$ cat src/rtl/fir4_avg_out_stage_if.sv
// Handshake/bus bundle for the FIR averaging output stage.
//   master : drives in_en, in_sum, out_ready; observes results and status
//   slave  : the stage itself; consumes samples, presents results and status
interface fir4_avg_out_stage_if #(
  parameter int unsigned W   = 16,
  parameter int unsigned OVW = 8
) ();
  logic           in_en;
  logic [W+1:0]   in_sum;
  logic           out_valid;
  logic           out_ready;
  logic [W-1:0]   out_data;
  logic           fill_done;
  logic           ovf;
  logic [OVW-1:0] ovf_cnt;

  modport master (
    output in_en, in_sum, out_ready,
    input  out_valid, out_data, fill_done, ovf, ovf_cnt
  );

  modport slave (
    input  in_en, in_sum, out_ready,
    output out_valid, out_data, fill_done, ovf, ovf_cnt
  );
endinterface

$ cat src/rtl/fir4_avg_out_stage.sv
// Downstream stage of the 4-tap unsigned averaging FIR.
// Takes the (W+2)-bit tap sum on each in_en, divides by 4 with round-half-up,
// saturates to W bits, drops the first DISCARD samples after reset (tap chain
// still holding zeros) and queues results in a DEPTH-entry FIFO behind a
// valid/ready handshake. Results arriving at a full FIFO are dropped and counted.
// Ports:
//   clk    : clock, posedge
//   reset  : synchronous, active-high, clears all state
//   bus    : slave side of fir4_avg_out_stage_if
//            in_en/in_sum in, out_valid/out_ready/out_data handshake,
//            fill_done, ovf (sticky), ovf_cnt (saturating drop count)
module fir4_avg_out_stage #(
  parameter int unsigned W       = 16,
  parameter int unsigned DEPTH   = 4,
  parameter int unsigned DISCARD = 4,
  parameter int unsigned OVW     = 8
) (
  input logic                  clk,
  input logic                  reset,
  fir4_avg_out_stage_if.slave  bus
);

  localparam int unsigned AW  = $clog2(DEPTH);
  localparam int unsigned DCW = (DISCARD > 1) ? $clog2(DISCARD) : 1;

  typedef enum logic {FILL, RUN} state_t;
  localparam state_t START = (DISCARD == 0) ? RUN : FILL;

  state_t         state;
  logic [DCW-1:0] dcnt;
  logic [W-1:0]   mem [DEPTH];
  logic [AW-1:0]  wptr;
  logic [AW-1:0]  rptr;
  logic [AW:0]    count;
  logic [AW:0]    count_next;
  logic           out_valid_r;
  logic [W-1:0]   out_data_r;
  logic           fill_done_r;
  logic           ovf_r;
  logic [OVW-1:0] ovf_cnt_r;

  logic [W+2:0]   sum_ext;
  logic [W+2:0]   avg_ext;
  logic [W-1:0]   avg;
  logic           full;
  logic           do_pop;
  logic           do_push;
  logic           do_drop;
  logic           in_run;

  always_comb begin
    sum_ext = {1'b0, bus.in_sum} + (W+3)'(2);
    avg_ext = sum_ext >> 2;
    // Only avg_ext[W] can be set in practice; any high bit means saturate.
    avg     = (|avg_ext[W+2:W]) ? '1 : avg_ext[W-1:0];

    full    = (count == (AW+1)'(DEPTH));
    do_pop  = out_valid_r && bus.out_ready;
    in_run  = bus.in_en && (state == RUN);
    // A pop in the same cycle frees the slot, so a push at full still lands.
    do_push = in_run && (!full || do_pop);
    do_drop = in_run && full && !do_pop;

    count_next = count;
    if (do_push && !do_pop)      count_next = count + 1'b1;
    else if (do_pop && !do_push) count_next = count - 1'b1;
  end

  always_ff @(posedge clk) begin
    if (do_push) mem[wptr] <= avg;
  end

  always_ff @(posedge clk) begin
    if (reset) begin
      state       <= START;
      dcnt        <= '0;
      wptr        <= '0;
      rptr        <= '0;
      count       <= '0;
      out_valid_r <= 1'b0;
      out_data_r  <= '0;
      fill_done_r <= (START == RUN);
      ovf_r       <= 1'b0;
      ovf_cnt_r   <= '0;
    end else begin
      if (state == FILL && bus.in_en) begin
        dcnt <= dcnt + 1'b1;
        if (dcnt == DCW'(DISCARD - 1)) begin
          state       <= RUN;
          fill_done_r <= 1'b1;
        end
      end

      if (do_push) wptr <= wptr + 1'b1;
      if (do_pop)  rptr <= rptr + 1'b1;
      count       <= count_next;
      out_valid_r <= (count_next != '0);

      // Head register: advance to the next stored entry on pop, or load the
      // incoming result when it becomes the new head; otherwise hold.
      if (do_pop && count > (AW+1)'(1))
        out_data_r <= mem[rptr + 1'b1];
      else if (do_push && count_next == (AW+1)'(1))
        out_data_r <= avg;

      if (do_drop) begin
        ovf_r <= 1'b1;
        if (ovf_cnt_r != '1) ovf_cnt_r <= ovf_cnt_r + 1'b1;
      end
    end
  end

  assign bus.out_valid = out_valid_r;
  assign bus.out_data  = out_data_r;
  assign bus.fill_done = fill_done_r;
  assign bus.ovf       = ovf_r;
  assign bus.ovf_cnt   = ovf_cnt_r;

endmodule

$ cat src/flat_wrapper.sv
// flat-port wrapper written by rule: the top's interface ports become plain ports
module fir4_avg_out_stage_flat 
#(
  parameter int unsigned W       = 16,
  parameter int unsigned DEPTH   = 4,
  parameter int unsigned DISCARD = 4,
  parameter int unsigned OVW     = 8
)
  (clk, reset, bus_in_en, bus_in_sum, bus_out_ready, bus_out_valid, bus_out_data, bus_fill_done, bus_ovf, bus_ovf_cnt);
  fir4_avg_out_stage_if #(.W(W), .OVW(OVW)) bus_i ();
  input logic clk;
  input logic reset;
  input wire logic [$bits(bus_i.in_en)-1:0] bus_in_en;
  input wire logic [$bits(bus_i.in_sum)-1:0] bus_in_sum;
  input wire logic [$bits(bus_i.out_ready)-1:0] bus_out_ready;
  output wire logic [$bits(bus_i.out_valid)-1:0] bus_out_valid;
  output wire logic [$bits(bus_i.out_data)-1:0] bus_out_data;
  output wire logic [$bits(bus_i.fill_done)-1:0] bus_fill_done;
  output wire logic [$bits(bus_i.ovf)-1:0] bus_ovf;
  output wire logic [$bits(bus_i.ovf_cnt)-1:0] bus_ovf_cnt;
  assign bus_i.in_en = bus_in_en;
  assign bus_i.in_sum = bus_in_sum;
  assign bus_i.out_ready = bus_out_ready;
  assign bus_out_valid = bus_i.out_valid;
  assign bus_out_data = bus_i.out_data;
  assign bus_fill_done = bus_i.fill_done;
  assign bus_ovf = bus_i.ovf;
  assign bus_ovf_cnt = bus_i.ovf_cnt;
  fir4_avg_out_stage #(.W(W), .DEPTH(DEPTH), .DISCARD(DISCARD), .OVW(OVW)) u_core (.clk(clk), .reset(reset), .bus(bus_i));
endmodule
$ cat config.mk
export PLATFORM = sky130hd
export DESIGN_NAME = fir4_avg_out_stage_flat
export DESIGN_NICKNAME = d
export VERILOG_FILES = /design/src/rtl/fir4_avg_out_stage_if.sv /design/src/rtl/fir4_avg_out_stage.sv /design/src/flat_wrapper.sv
export SDC_FILE = /design/constraint.sdc
export NUM_CORES = 1
export LEC_CHECK = 0
export CAP_MARGIN = 20
export CORE_MARGIN = 10
export CORE_UTILIZATION = 60
export DETAILED_ROUTE_END_ITERATION = 8
export PLACE_DENSITY = 0.84
export SKIP_LAST_GASP = 1
export SLEW_MARGIN = 20
export SYNTH_ARGS = -nofsm -noshare
export SYNTH_HDL_FRONTEND = slang
export SYNTH_SLANG_ARGS = --single-unit
$ cat constraint.sdc
create_clock -name clk -period 6.09 [get_ports clk]
set_input_delay 1.218 -clock clk [delete_from_list [all_inputs] [get_ports clk]]
set_output_delay 1.218 -clock clk [all_outputs]
set_load 0.05 [all_outputs]
==> results <==
- For met1 alone, demand over resource in global routing was 0.227.
- The critical path goes through clkdlybuf4s50_1, and2_1, nand4_2, a2111oi_4, o21ai_0, o221ai_1.
- The net count of the finished layout is 445.
- The initial detailed-routing violation count is approximately 230.
- For this design the ratio of total power to cell area is between 300 and 400 nW/um^2.
- Counting I/O delays and the setup requirement, the final critical path takes 3.45 ns.
- The fraction of final layout cells sized beyond drive strength 1 is 0.149.
- In the finished design, the share of the clock period the worst path needs comes to 0.567.
- The final clock skew is roughly 0.0042 ns.
- For this design the top-level I/O count stands at a little under 50.
- Across every metal layer, demand over resource in global routing totals 0.175.
- The fraction of synthesized cell area in xor and xnor cells is 0.0352.
- Yosys mapped a number of flops with a built-in enable equal to 64.
- The pin count of the biggest net entering global routing is just over 40.
- The most used flip-flop cell after synthesis is sky130_fd_sc_hd__edfxtp_1.
- The Yosys step of the flow raised 0 warnings.
- The maximum root-to-sink buffer count is 2.
- The sum of net half-perimeters after detailed placement is between 6000 and 7000 microns.
- The final hold violation count was 0.
- The delay contributed by the slowest stage of the critical path is around 0.88 ns.
- The complex-gate fraction of the synthesized area is 0.107.
- The via count normalized by instance count is between 6 and 7.
- The pre-CTS setup slack is roughly 2.3 ns.
- The final max-slew violation count is 0.
- Measured against its own limit, the worst slew margin works out to 0.331.
- Of the total synthesized cell area, the portion taken by full adders, half adders and majority gates is 0.0291.
- The core area is around 7700 sq um.
- The post-synth design cell area is 4730 sq um.
- The largest individual stage delay along the critical path comes from the cell sky130_fd_sc_hd__a2111oi_4.
- The number of gates resized after CTS was 0.
- In this run the register-to-register setup slack is 3.10 ns.
- Power comes to between 1.5 and 2 mW.
- The worst setup path is captured at a flip-flop.
- The register clock-pin slew on the reported worst setup and hold paths is about 0.09 ns.
- In this run the remaining antenna-violating nets after routing total 0.
- When the netlist entered floorplanning its net count stood at 404.
- Setup slack on the critical path of the routed design comes to about 2.6 ns.
- The initial utilization of the core area, before any placement, comes to 0.615.
- The tightest min-delay check is of the reg2reg type.
- The count of input and output buffers is 47.
- Of the total synthesized cell area, the portion taken by AND, OR, NAND and NOR gates is 0.157.
- The critical path is of the in2reg type.
- The final weighted congestion in routability-driven placement is 0.863.
- Of the post-synthesis cell area, the part taken by muxes is 0.0828.
- The worst-margin pin slew is roughly 1 ns.
- The share of synthesized flip-flops with an asynchronous set or reset is 0.
- The number of endpoints failing setup at the final stage is 0.
- The count of vias placed by the detailed router is 3209.
- The worst-case vdd ir drop is roughly 0.18 mV.
- Dividing the detail-routed wire length by the instance count gives slightly below 20 microns.
- The largest family of logic cells by synthesized area is simple AND/OR/NAND/NOR gates.
- The via count of the first global-routing pass is just over 3000.
- For this run, design rule violations remaining after detail routing come to 0.
- Of all nets on the critical path, the largest fanout is 14.
- The met3 routing resource usage after global routing is 0.0448.
- The clock reaches the later pin of the worst-skew pair after about 0.36 ns.
- The layer with the highest usage is met2.
- STA puts the critical path data required time at between 6 and 7 ns.
- The number of buffers added by the clock tree synthesis step is 9.
- The number of unique standard cell types used by synthesis is 58.
- The tool flagged a number of max-cap violations equal to 0.
- The timing-limited maximum frequency is ~290 MHz.
- The detailed-router iteration count before antenna repair is 5.
- The area added between synthesis and finish is 16.2%.
- The TritonCTS clock tree is built.
- In this run, synthesis produced a sequential element count of 100.
- The number of hold-repair buffers added at the cts stage is 0.
- The first global-routing pass estimated around 16000 microns of wire.
- The utilization after layout is 0.715.
- The total negative slack for setup checks is 0 ns.
- The die footprint is approximately 12000 sq um.
- The root buffer cell is sky130_fd_sc_hd__clkbuf_8.
- Summed over all layers, the routed wires come to roughly 10000 microns.
- Hold is met by 0.448 ns.
- In the global route stage, met2 resource usage came out at 0.283.
- In this run the static leakage power is between 1.5 and 2 nW.
- The flow ran to the end, and the final reports show no timing, DRC or antenna violations.
- The total overflow reported by the global router is 0.
- Counting every instance in the synthesized netlist gives about 370.
- The row count is 32.
- Counting every sink on the clock net gives 100.
- STA classifies the critical path startpoint as an input port.
- Once the clock tree was built, the setup fixing pass inserted 0 buffers.
- The arrival time of data at the critical path endpoint is around 3.7 ns.
- Setup repair after global routing left no endpoint under its margin.
- The repair_antennas step left the layout with diodes totalling 0.
- The H-tree depth is 3.
- In this run the mean area of a mapped cell was around 13 sq um.
- The number of antenna violations at the first check in global routing is 0.
- The horizontal extent of the die is approximately 110 microns.
- The share of the Yosys chip area taken by registers is 0.559.
- Measured along the y axis, the die boundary spans ~110 microns.
-- cell usage in the layout, fill, tap and decap left out, types with 5 or more instances in the layout --
| master | instances |
|---|---|
| sky130_fd_sc_hd__nand3_1 | 18 |
| sky130_fd_sc_hd__dfxtp_1 | 36 |
| sky130_fd_sc_hd__ha_1 | 11 |
| sky130_fd_sc_hd__o21ai_0 | 5 |
| sky130_fd_sc_hd__xnor2_1 | 16 |
| sky130_fd_sc_hd__inv_1 | 9 |
| sky130_fd_sc_hd__nor3_1 | 6 |
| sky130_fd_sc_hd__nand2_1 | 25 |
| sky130_fd_sc_hd__clkbuf_8 | 9 |
| sky130_fd_sc_hd__nand4_1 | 8 |
| sky130_fd_sc_hd__mux4_2 | 16 |
| sky130_fd_sc_hd__and2_1 | 8 |
| sky130_fd_sc_hd__clkdlybuf4s50_1 | 47 |
| sky130_fd_sc_hd__and3_1 | 6 |
| sky130_fd_sc_hd__a31oi_1 | 5 |
| sky130_fd_sc_hd__nand3b_1 | 5 |
| sky130_fd_sc_hd__a21oi_1 | 12 |
| sky130_fd_sc_hd__nor2_1 | 35 |
| sky130_fd_sc_hd__a311oi_2 | 8 |
| sky130_fd_sc_hd__o21ai_1 | 6 |
| sky130_fd_sc_hd__edfxtp_1 | 64 |
-- worst max-delay path: cells and delay by family --
family / cells / cell delay [ns]
and+or+nand+nor: 2 / 0.49
AOI/OAI and AO/OA: 3 / 1.51
buffers and inverters: 1 / 0.51
-- Yosys cell counts, types with 2 or more instances --
master / n / share of area
sky130_fd_sc_hd__o21ai_0: 6 / 0.0063
sky130_fd_sc_hd__xnor2_1: 16 / 0.030
sky130_fd_sc_hd__nand3_1: 18 / 0.019
sky130_fd_sc_hd__and3_1: 6 / 0.0079
sky130_fd_sc_hd__edfxtp_1: 64 / 0.41
sky130_fd_sc_hd__o21ai_2: 2 / 0.0037
sky130_fd_sc_hd__a311oi_2: 8 / 0.025
sky130_fd_sc_hd__mux2i_1: 2 / 0.0042
sky130_fd_sc_hd__buf_2: 7 / 0.0074
sky130_fd_sc_hd__nor3_1: 6 / 0.0063
sky130_fd_sc_hd__a31o_2: 3 / 0.0056
sky130_fd_sc_hd__nor2_1: 35 / 0.028
sky130_fd_sc_hd__a21oi_1: 12 / 0.013
sky130_fd_sc_hd__inv_1: 9 / 0.0071
sky130_fd_sc_hd__nand3b_1: 5 / 0.0079
sky130_fd_sc_hd__and4_1: 3 / 0.0056
sky130_fd_sc_hd__nand2b_1: 2 / 0.0026
sky130_fd_sc_hd__ha_1: 11 / 0.029
sky130_fd_sc_hd__mux4_2: 16 / 0.076
sky130_fd_sc_hd__o32ai_1: 2 / 0.0037
sky130_fd_sc_hd__o221ai_1: 3 / 0.0056
sky130_fd_sc_hd__a31oi_1: 5 / 0.0066
sky130_fd_sc_hd__nand4_1: 8 / 0.011
sky130_fd_sc_hd__o21ai_1: 6 / 0.0063
sky130_fd_sc_hd__dfxtp_1: 36 / 0.15
sky130_fd_sc_hd__o21a_1: 2 / 0.0032
sky130_fd_sc_hd__nor4_1: 3 / 0.0040
sky130_fd_sc_hd__a311o_1: 3 / 0.0063
sky130_fd_sc_hd__nand2_1: 25 / 0.020
sky130_fd_sc_hd__and2_1: 8 / 0.011
sky130_fd_sc_hd__xor2_1: 3 / 0.0056
sky130_fd_sc_hd__clkbuf_1: 9 / 0.0071
sky130_fd_sc_hd__nor4_2: 2 / 0.0053
-- worst paths after layout --
kind                         from                      end  cells after the start
setup reg to reg  u_core.count[0]  u_core.bus.out_data[11]                      7
hold reg to reg    u_core.bus.ovf           u_core.bus.ovf                      2
setup / recovery        bus_in_en  u_core.bus.out_data[11]                      6
hold / removal     u_core.bus.ovf           u_core.bus.ovf                      2
-- state kept, by name, summed over array words and instances (netlist names) --
register,cells
u_core.bus.out_data,16
u_core.bus.ovf,1
u_core.wptr,2
u_core.count,3
u_core.bus.out_valid,1
u_core.rptr,2
u_core.bus.ovf_cnt,8
u_core.mem,64
u_core.dcnt,2
u_core.state,1
-- metrics by stage --
stage | area [sq um] | cells
after floorplan | 4730 | 371
after global placement | 5240 | 502
after detailed placement | 5240 | 502
after CTS | 5480 | 518
after global routing | 5500 | 519
final | 5500 | 519
-- power by group --
group	switching, mW	internal [mW]	leakage, nW
Combinational	0.208	0.146	0.760
Clock	0.232	0.276	0.119
Sequential	0.0420	0.751	0.867
-- metal layers --
| layer | vias to the layer above | wire [microns] |
|---|---|---|
| met2 | 148 | 4970 |
| met1 | 1546 | 4130 |
| met4 | 0 | 197 |
| li1 | 1497 | - |
| met5 | - | 0 |
| met3 | 18 | 807 |
-- kinds of logic (layout without fill, tap and decap cells) --
kind of cell	Yosys count	in the layout
AO/OA/AOI/OAI	59	59
buffers and inverters	29	75
multiplexers	19	19
XOR/XNOR	19	19
adder cells (fa/ha/maj)	11	11
flip-flops	100	100
AND/OR/NAND/NOR	134	134
-- layout make-up --
| cell class | instances | area (sq um) |
|---|---|---|
| multi-input cells | 242 | 1950 |
| clock buffers | 9 | 124 |
| repair buffers | 50 | 500 |
| flip-flops and latches | 100 | 2640 |
| well taps | 102 | 128 |
| clock inverters | 7 | 121 |
| inverters | 9 | 33.8 |
| fillers | 529 | 2190 |
(Power assumes the default switching activity.)
